===== config.mk =====
export PLATFORM = sky130hd
export DESIGN_NAME = hd_sync_gen
export DESIGN_NICKNAME = d
export VERILOG_FILES = /design/src/rtl/hd_sync_gen.sv
export SDC_FILE = /design/constraint.sdc
export NUM_CORES = 1
export LEC_CHECK = 0
export ABC_AREA = 1
export BUFFER_PORTS_ARGS = -buffer_cell sky130_fd_sc_hd__buf_2
export CAP_MARGIN = 10
export CORE_MARGIN = 2
export CORE_UTILIZATION = 30
export CTS_CLUSTER_DIAMETER = 60
export DETAILED_ROUTE_END_ITERATION = 10
export SLEW_MARGIN = 20
export SYNTH_ARGS = -nofsm -noshare
export SYNTH_HDL_FRONTEND = slang
export SYNTH_SLANG_ARGS = --single-unit

===== constraint.sdc =====
create_clock -name clk_out -period 2.75 [get_ports clk_out]
set_clock_uncertainty 0.2 [all_clocks]
set_input_delay 0.6875 -clock clk_out [delete_from_list [all_inputs] [get_ports clk_out]]
set_output_delay 0.6875 -clock clk_out [all_outputs]
set_load 0.02 [all_outputs]

===== src/rtl/hd_sync_gen.sv =====
// HD raster timing generator: pixel strobe, hsync/vsync, data-enable and position,
// with optional genlock of the vertical counter to a PAL frame-end pulse.
//
// state   | meaning
// IDLE    | no lock event waiting
// PENDING | frame-end seen, vertical counter is loaded at the next line wrap
module hd_sync_gen #(
    parameter int H_ACT     = 1280,
    parameter int H_FP      = 440,
    parameter int H_SYNC    = 40,
    parameter int H_BP      = 220,
    parameter int V_ACT     = 720,
    parameter int V_FP      = 5,
    parameter int V_SYNC    = 5,
    parameter int V_BP      = 20,
    parameter int CLK_DIV   = 2,
    parameter int LOCK_LINE = 0,
    parameter int LOCK_TOL  = 1
) (
    input  logic        clk_out,
    input  logic        reset,
    input  logic        i_enable,
    input  logic        i_lock_en,
    input  logic        i_frame_end,
    output logic        o_hd_clk,
    output logic        o_hd_hsync,
    output logic        o_hd_vsync,
    output logic        o_hd_de,
    output logic [11:0] o_hd_hpos,
    output logic [10:0] o_hd_vpos,
    output logic        o_frame_start,
    output logic        o_locked
);

    localparam int H_TOT = H_ACT + H_FP + H_SYNC + H_BP;
    localparam int V_TOT = V_ACT + V_FP + V_SYNC + V_BP;
    localparam int DW    = $clog2(CLK_DIV);

    localparam logic [DW-1:0] DIV_LAST = DW'(CLK_DIV - 1);
    localparam logic [DW-1:0] DIV_HALF = DW'(CLK_DIV / 2);

    localparam logic [11:0] H_LAST   = 12'(H_TOT - 1);
    localparam logic [11:0] H_ACT_W  = 12'(H_ACT);
    localparam logic [11:0] HS_FIRST = 12'(H_ACT + H_FP);
    localparam logic [11:0] HS_LAST  = 12'(H_ACT + H_FP + H_SYNC - 1);

    localparam logic [10:0] V_LAST   = 11'(V_TOT - 1);
    localparam logic [10:0] V_ACT_W  = 11'(V_ACT);
    localparam logic [10:0] VS_FIRST = 11'(V_ACT + V_FP);
    localparam logic [10:0] VS_LAST  = 11'(V_ACT + V_FP + V_SYNC - 1);
    localparam logic [10:0] LOCK_V   = 11'(LOCK_LINE);

    localparam logic signed [11:0] V_TOT_S     = 12'(V_TOT);
    localparam logic signed [11:0] V_HALF_S    = 12'(V_TOT / 2);
    localparam logic signed [11:0] LOCK_LINE_S = 12'(LOCK_LINE);
    localparam logic signed [11:0] LOCK_TOL_S  = 12'(LOCK_TOL);

    typedef enum logic {
        IDLE    = 1'b0,
        PENDING = 1'b1
    } lock_state_t;

    lock_state_t state_q, state_d;

    logic [DW-1:0] div_cnt;
    logic [11:0]   h_cnt;
    logic [10:0]   v_cnt;

    logic        pix_en;
    logic        h_wrap;
    logic        lock_apply;
    logic        locked_d;
    logic        in_tol;
    logic [10:0] v_inc;
    logic [10:0] v_next;
    logic signed [11:0] v_err;
    logic signed [11:0] v_abs;
    logic signed [11:0] v_dist;

    assign pix_en     = i_enable && (div_cnt == DIV_LAST);
    assign h_wrap     = pix_en && (h_cnt == H_LAST);
    assign v_inc      = (v_cnt == V_LAST) ? 11'd0 : v_cnt + 11'd1;
    assign lock_apply = i_lock_en && h_wrap && ((state_q == PENDING) || i_frame_end);
    assign v_next     = lock_apply ? LOCK_V : v_inc;

    // Line error is taken around the frame circle: shortest distance modulo V_TOT.
    assign v_err  = $signed({1'b0, v_inc}) - LOCK_LINE_S;
    assign v_abs  = v_err[11] ? -v_err : v_err;
    assign v_dist = (v_abs > V_HALF_S) ? (V_TOT_S - v_abs) : v_abs;
    assign in_tol = (v_dist <= LOCK_TOL_S);

    always_comb begin
        state_d  = state_q;
        locked_d = o_locked;
        if (!i_lock_en) begin
            state_d  = IDLE;
            locked_d = 1'b0;
        end else if (lock_apply) begin
            state_d  = IDLE;
            locked_d = in_tol;
        end else if ((state_q == IDLE) && i_frame_end) begin
            state_d = PENDING;
        end
    end

    always_ff @(posedge clk_out or posedge reset) begin
        if (reset) begin
            state_q  <= IDLE;
            o_locked <= 1'b0;
        end else if (!i_enable) begin
            state_q  <= IDLE;
            o_locked <= 1'b0;
        end else begin
            state_q  <= state_d;
            o_locked <= locked_d;
        end
    end

    always_ff @(posedge clk_out or posedge reset) begin
        if (reset) begin
            div_cnt <= '0;
            h_cnt   <= '0;
            v_cnt   <= '0;
        end else if (!i_enable) begin
            div_cnt <= '0;
            h_cnt   <= '0;
            v_cnt   <= '0;
        end else begin
            div_cnt <= pix_en ? '0 : div_cnt + DW'(1);
            if (pix_en) begin
                h_cnt <= h_wrap ? 12'd0 : h_cnt + 12'd1;
                if (h_wrap) begin
                    v_cnt <= v_next;
                end
            end
        end
    end

    // Decoded outputs trail the counters by one clk_out.
    always_ff @(posedge clk_out or posedge reset) begin
        if (reset) begin
            o_hd_clk      <= 1'b0;
            o_hd_hsync    <= 1'b0;
            o_hd_vsync    <= 1'b0;
            o_hd_de       <= 1'b0;
            o_hd_hpos     <= '0;
            o_hd_vpos     <= '0;
            o_frame_start <= 1'b0;
        end else if (!i_enable) begin
            o_hd_clk      <= 1'b0;
            o_hd_hsync    <= 1'b0;
            o_hd_vsync    <= 1'b0;
            o_hd_de       <= 1'b0;
            o_hd_hpos     <= '0;
            o_hd_vpos     <= '0;
            o_frame_start <= 1'b0;
        end else begin
            o_hd_clk      <= (div_cnt < DIV_HALF);
            o_hd_hsync    <= (h_cnt >= HS_FIRST) && (h_cnt <= HS_LAST);
            o_hd_vsync    <= (v_cnt >= VS_FIRST) && (v_cnt <= VS_LAST);
            o_hd_de       <= (h_cnt < H_ACT_W) && (v_cnt < V_ACT_W);
            o_hd_hpos     <= h_cnt;
            o_hd_vpos     <= v_cnt;
            o_frame_start <= h_wrap && (v_next == 11'd0);
        end
    end

endmodule


---- Yosys cells after proc, flatten, opt, wreduce, memory -nomap -nowiden ----
Index checks and enable logic that the tools add are counted.
word-level totals
  register bits after elaboration ......... 54
  output and inout port bits .............. 29
  word-level logic and storage cells ...... 69
operators by class
  equal/unequal tests ..................... 6
  bitwise logic cells ..................... 1
  reduce and logical (&&, ||, !) cells .... 12
  $add $sub $neg .......................... 4
  mux-type cells .......................... 25
  order comparisons ....................... 9
operators by type and width
  kind                    number
  $mux 11                 6
  $mux 12                 5
  $mux 1                  14
  $add 12x1->12 const B   1
  $eq 12x11->1 const B    1
  $ge 12x11->1 const B    1
  $le 12x11->1 const B    1
  $le 12x2->1 const B     1
  $lt 12x11->1 const B    1
  $sub 10x11->12 const A  1
  $add 11x1->11 const B   1
  $eq 11x10->1 const B    1
  $ge 11x10->1 const B    1
  $gt 11x9->1 const B     1
  $le 11x10->1 const B    1
  $logic_not 11->1        1
  $lt 11x10->1 const B    1
  $logic_and 1x1->1       9
  $ne 2x1->1 const B      2
  $ne 4x2->1 const B      1
  $ne 3x2->1 const B      1
  $reduce_and 2->1        1
  $add 1x1->1 const B     1
  $logic_or 1x1->1        1
  2 further kinds         2

---- Longest topological paths before layout ----
  word-level depth ........................ 8
  mapped depth ............................ 22
  gate-level depth less buffers ........... 22

---- Least setup slack after synthesis ----
No wires, ideal clock.
  kind .................................... reg2reg
  start ................................... reg v_cnt[1]
  end ..................................... reg o_locked
  path buffers ............................ 0
  period minus slack after synthesis ...... 2.670 ns
  path slack .............................. 0.080 ns
  setup time .............................. 0.073 ns
  arrival time ............................ 2.397 ns
  stages on the path, launching flop included .. 23
  cells stage by stage .................... dfrtp_1 -> inv_1 -> ha_1 -> nand3_1 -> nor2_2 -> nand2_4 -> inv_1 -> nor2_1 -> ha_1 -> inv_1 -> nor2_1 -> nand2_2 -> nand3_4 -> nand2_1 -> nand2_1 -> nand2_1 -> nand2_1 -> nand2_1 -> inv_1 -> nand2_1 -> nor2_1 -> nand3_1 -> a21oi_2
between the ends
  longest elaborated chain between the ends .. 8
RTL lines
  item                                                  RTL line  RTL
  start, declared                                       67        logic [10:0] v_cnt;
  start signal, assigned                                133       v_cnt <= v_next;
  $add 11x1->11 / $eq 11x10->1 (equally long branches)  82        assign v_inc = (v_cnt == V_LAST) ? 11'd0 : v_cnt + 11'd1;
  $mux 11 *                                             82
  $sub 10x11->12 / $gt 11x9->1 (equally long branches)  89        assign v_dist = (v_abs > V_HALF_S) ? (V_TOT_S - v_abs) : v_abs;
  $mux 12 *                                             89
  $le 12x2->1 *                                         90        assign in_tol = (v_dist <= LOCK_TOL_S);
  $mux 1 *                                              98        end else if (lock_apply) begin
  $mux 1 *                                              95        if (!i_lock_en) begin
  $mux 1 *                                              110       end else if (!i_enable) begin
  end signal, assigned                                  115       o_locked <= locked_d;
  end, declared                                         32        output logic o_locked
Mark *: on every way between the ends. The rest lies on a longest branch, timed or not. The select of a mux whose other input is x is not followed.
A chain may end at the register's enable or synchronous reset.

---- Worst setup path after layout ----
  start ................................... reg v_cnt[0]
  end ..................................... reg o_locked
Same word-level chain as after synthesis.

==> impl_metrics.ini <==
[global_routing]
overflow = 0
track_usage_pct = 13.6
grt_max_degree = 29
grt_pass1_wl_um = 12400
antenna_found_initial = 0
grt_pass1_vias = 2710

[logic_synthesis]
synth_area_sq_um = 3130
synth_top_cell_by_area = dfrtp_1
synthTopCellsByCount = nand2_1, inv_1, dfrtp_1, nor2_1, nand3_1
yosysWarnings = 0
netlist_instances = 403
synth_top_area_share_pct = 42.3
synth_ff_type = dfrtp_1
ys_seq_elements = 53
syn-num-nets = 415
yosysSeqAreaShare_pct = 42.3
yosysUniqueCellTypes = 37
synth_edf_count = 0
synth_area_leaders = dfrtp_1, nand2_1, inv_1, nand3_1, nor2_1
yosysMostFrequentCell = nand2_1
synth_async_sr_flop_share_pct = 100
avgSynthCellArea_sq_um = 7.77

[layout]
multi_input_area_sq_um = 1570
n_fill_cell = 1061
layout.nets = 472
seq_area_sq_um = 1330
fin_util_pct = 37.6
drive_gt1_share_pct = 27.5
stdcell_count = 597
area_delta_synth_final_pct = 22.9
antennaDiodeCount = 0

[timing]
rsz0062_at_grt = yes
fin_crit_sh_pct = 96.2
relSlewSlack_pct = 71.0
tns_ns = 0
hold_violations = 0
fin_crit_ns = 2.64
finalMaxSlewViolations = 0
max_freq_mhz = 378
worst_pin_slew_ns = 0.433
setup_ws_ns = 0.106
setup_viol = 0

[routing]
wl_per_cell_um = 12.5
viasPerCell = 4.60
vias = 2744
first_pass_iters = 5
wirelength_um = 7460
drtIter0Drc = 160
drc = 0
drtAntennaViolNets = 0

[placement]
gp_congestion = 0.886
dp_hpwl_um = 5670
placed_cells = 581
dp_slack_ns = 0.0414
io_buffer_count = 33

[power_and_ir_drop]
power.switching_mw = 0.323
pwr-share-clk_pct = 34.7
peakVddDrop_mv = 0.201
powerDensity_nw_per_um2 = 341
leakage_nw = 2.06
p_total_mw = 1.31
internal_power_mw = 0.989
comb_power_share_pct = 5.0
power_frac_seq_pct = 60.3
power_switching_share_pct = 24.6

[outcome]
run_status = complete, no violations

[cts]
htree_levels = 2
insertion_delay_ns = 0.30
clk_pin_slew_ns = 0.10
tritoncts = yes
cts_sinks = 53
hold_buffers = 0
clk_path_buf_depth = 2
numCtsBuffers = 5
root_buffer = clkbuf_8

[setup_path]
worstSetupEndpointType = register
crit_required_ns = 2.79
path_class = reg2reg
start_kind = register
worstPathMaxFanout = 8
worstPathArrival_ns = 2.68

[die]
io_pins = 34
die_width_um = 106
core_area_sq_um = 10200
rows = 37
die_h_um = 106
start_util_pct = 30.6
die_area_sq_um = 11300

[min_path]
hp-class = in2async

[job]
cap_violations = 0
## sequential cells by signal, summed over array words and instances (netlist names)
register and cells:
o_hd_vpos 11, v_cnt 11, o_hd_hsync 1, o_hd_de 1, state_q 1, o_hd_hpos 12
div_cnt 1, o_hd_vsync 1, o_locked 1, h_cnt 12, o_frame_start 1
## area by class of cell
class,instances,area share (%)
Clock inverter,3,0.650
Sequential cell,53,34.5
Inverter,85,8.49
Multi-Input combinational cell,258,40.8
Timing Repair Buffer,57,9.40
Tap cell,136,4.42
Clock buffer,5,1.79
## path summary, 6_finish.rpt
check                          from           end  slack, ns  cells past startpoint
setup reg to reg           v_cnt[0]      o_locked       0.11                     21
max in group asynchronous     reset      v_cnt[8]       1.70                      3
hold / removal                reset      v_cnt[4]       0.14                      2
setup / recovery           v_cnt[0]      o_locked       0.11                     21
hold reg to reg            h_cnt[8]  o_hd_hpos[8]       0.31                      2
min in group clk_out       h_cnt[8]  o_hd_hpos[8]       0.31                      2
## per-layer routing
metal	global-route usage, %	routed length (um)
met4	3.01	48
met5	0	0
met1	17.4	3370
met3	2.02	264
met2	24.0	3780
## metrics by stage
step / area (sq um) / hold slack (ns)
3_3_place_gp: 3570 / 0.281
2_1_floorplan: 3130 / 0.255
4_1_cts: 3660 / 0.143
3_5_place_dp: 3570 / 0.285
6_report: 3850 / 0.142
5_1_grt: 3850 / 0.161
## cells by family after synthesis
group / after synthesis / synth area share, %
and+or+nand+nor: 203 / 33.7
buffers and inverters: 92 / 11.2
DFF: 53 / 42.3
xor gates and xnor gates: 6 / 1.68
AOI/OAI and AO/OA: 42 / 8.27
adders and majority gates: 7 / 2.80
## what timing repair did
item | 4_1_cts | 5_1_grt
endpoints found under the setup margin | 0 | 1
resized for setup | 0 | 29
setup buffers | 0 | 8
## power by group through the flow
stage	Sequential (mW)	Clock [mW]	Combinational, mW
after global routing	0.793	0.505	0.0754
after CTS	0.792	0.476	0.0679
after detailed placement	0.807	0	0.0675
after global placement	0.807	0	0.0668
after floorplan	0.810	0	0.0352
final	0.791	0.455	0.0658
## cells in the final DEF (no fill, tap or decap), types with 2 or more instances in the layout
cell,n
buf_4,22
inv_1,73
o22ai_1,13
nand2_4,5
inv_6,3
a21oi_2,2
nand2_2,13
nand3_4,4
nand3_1,24
nor3_1,12
clkbuf_8,5
a21oi_1,6
nor2_2,2
buf_2,33
inv_2,9
ha_4,3
nor2_1,30
a211oi_1,3
ha_1,3
o21ai_0,9
dfrtp_1,52
nor2_4,7
o21ai_1,2
nand2_1,85
nand3_2,6
nand4_1,9
xor2_1,5
## worst max-delay path: stages, from the launching register on
cell	delay, ns
dfrtp_1	0.43
ha_4	0.19
nand3_4	0.08
nor2_4	0.05
nand2_4	0.08
inv_4	0.04
nor2_4	0.18
ha_2	0.20
inv_1	0.04
nand4_1	0.09
nand2_1	0.07
nand3_2	0.07
nand2_2	0.06
nand2_4	0.13
nand2_8	0.08
nand2_2	0.06
nand2_1	0.04
inv_1	0.06
nand2_1	0.05
nor2_1	0.10
nand3_1	0.11
a21oi_2	0.14
Note: power is estimated with default switching activity, not from simulation.
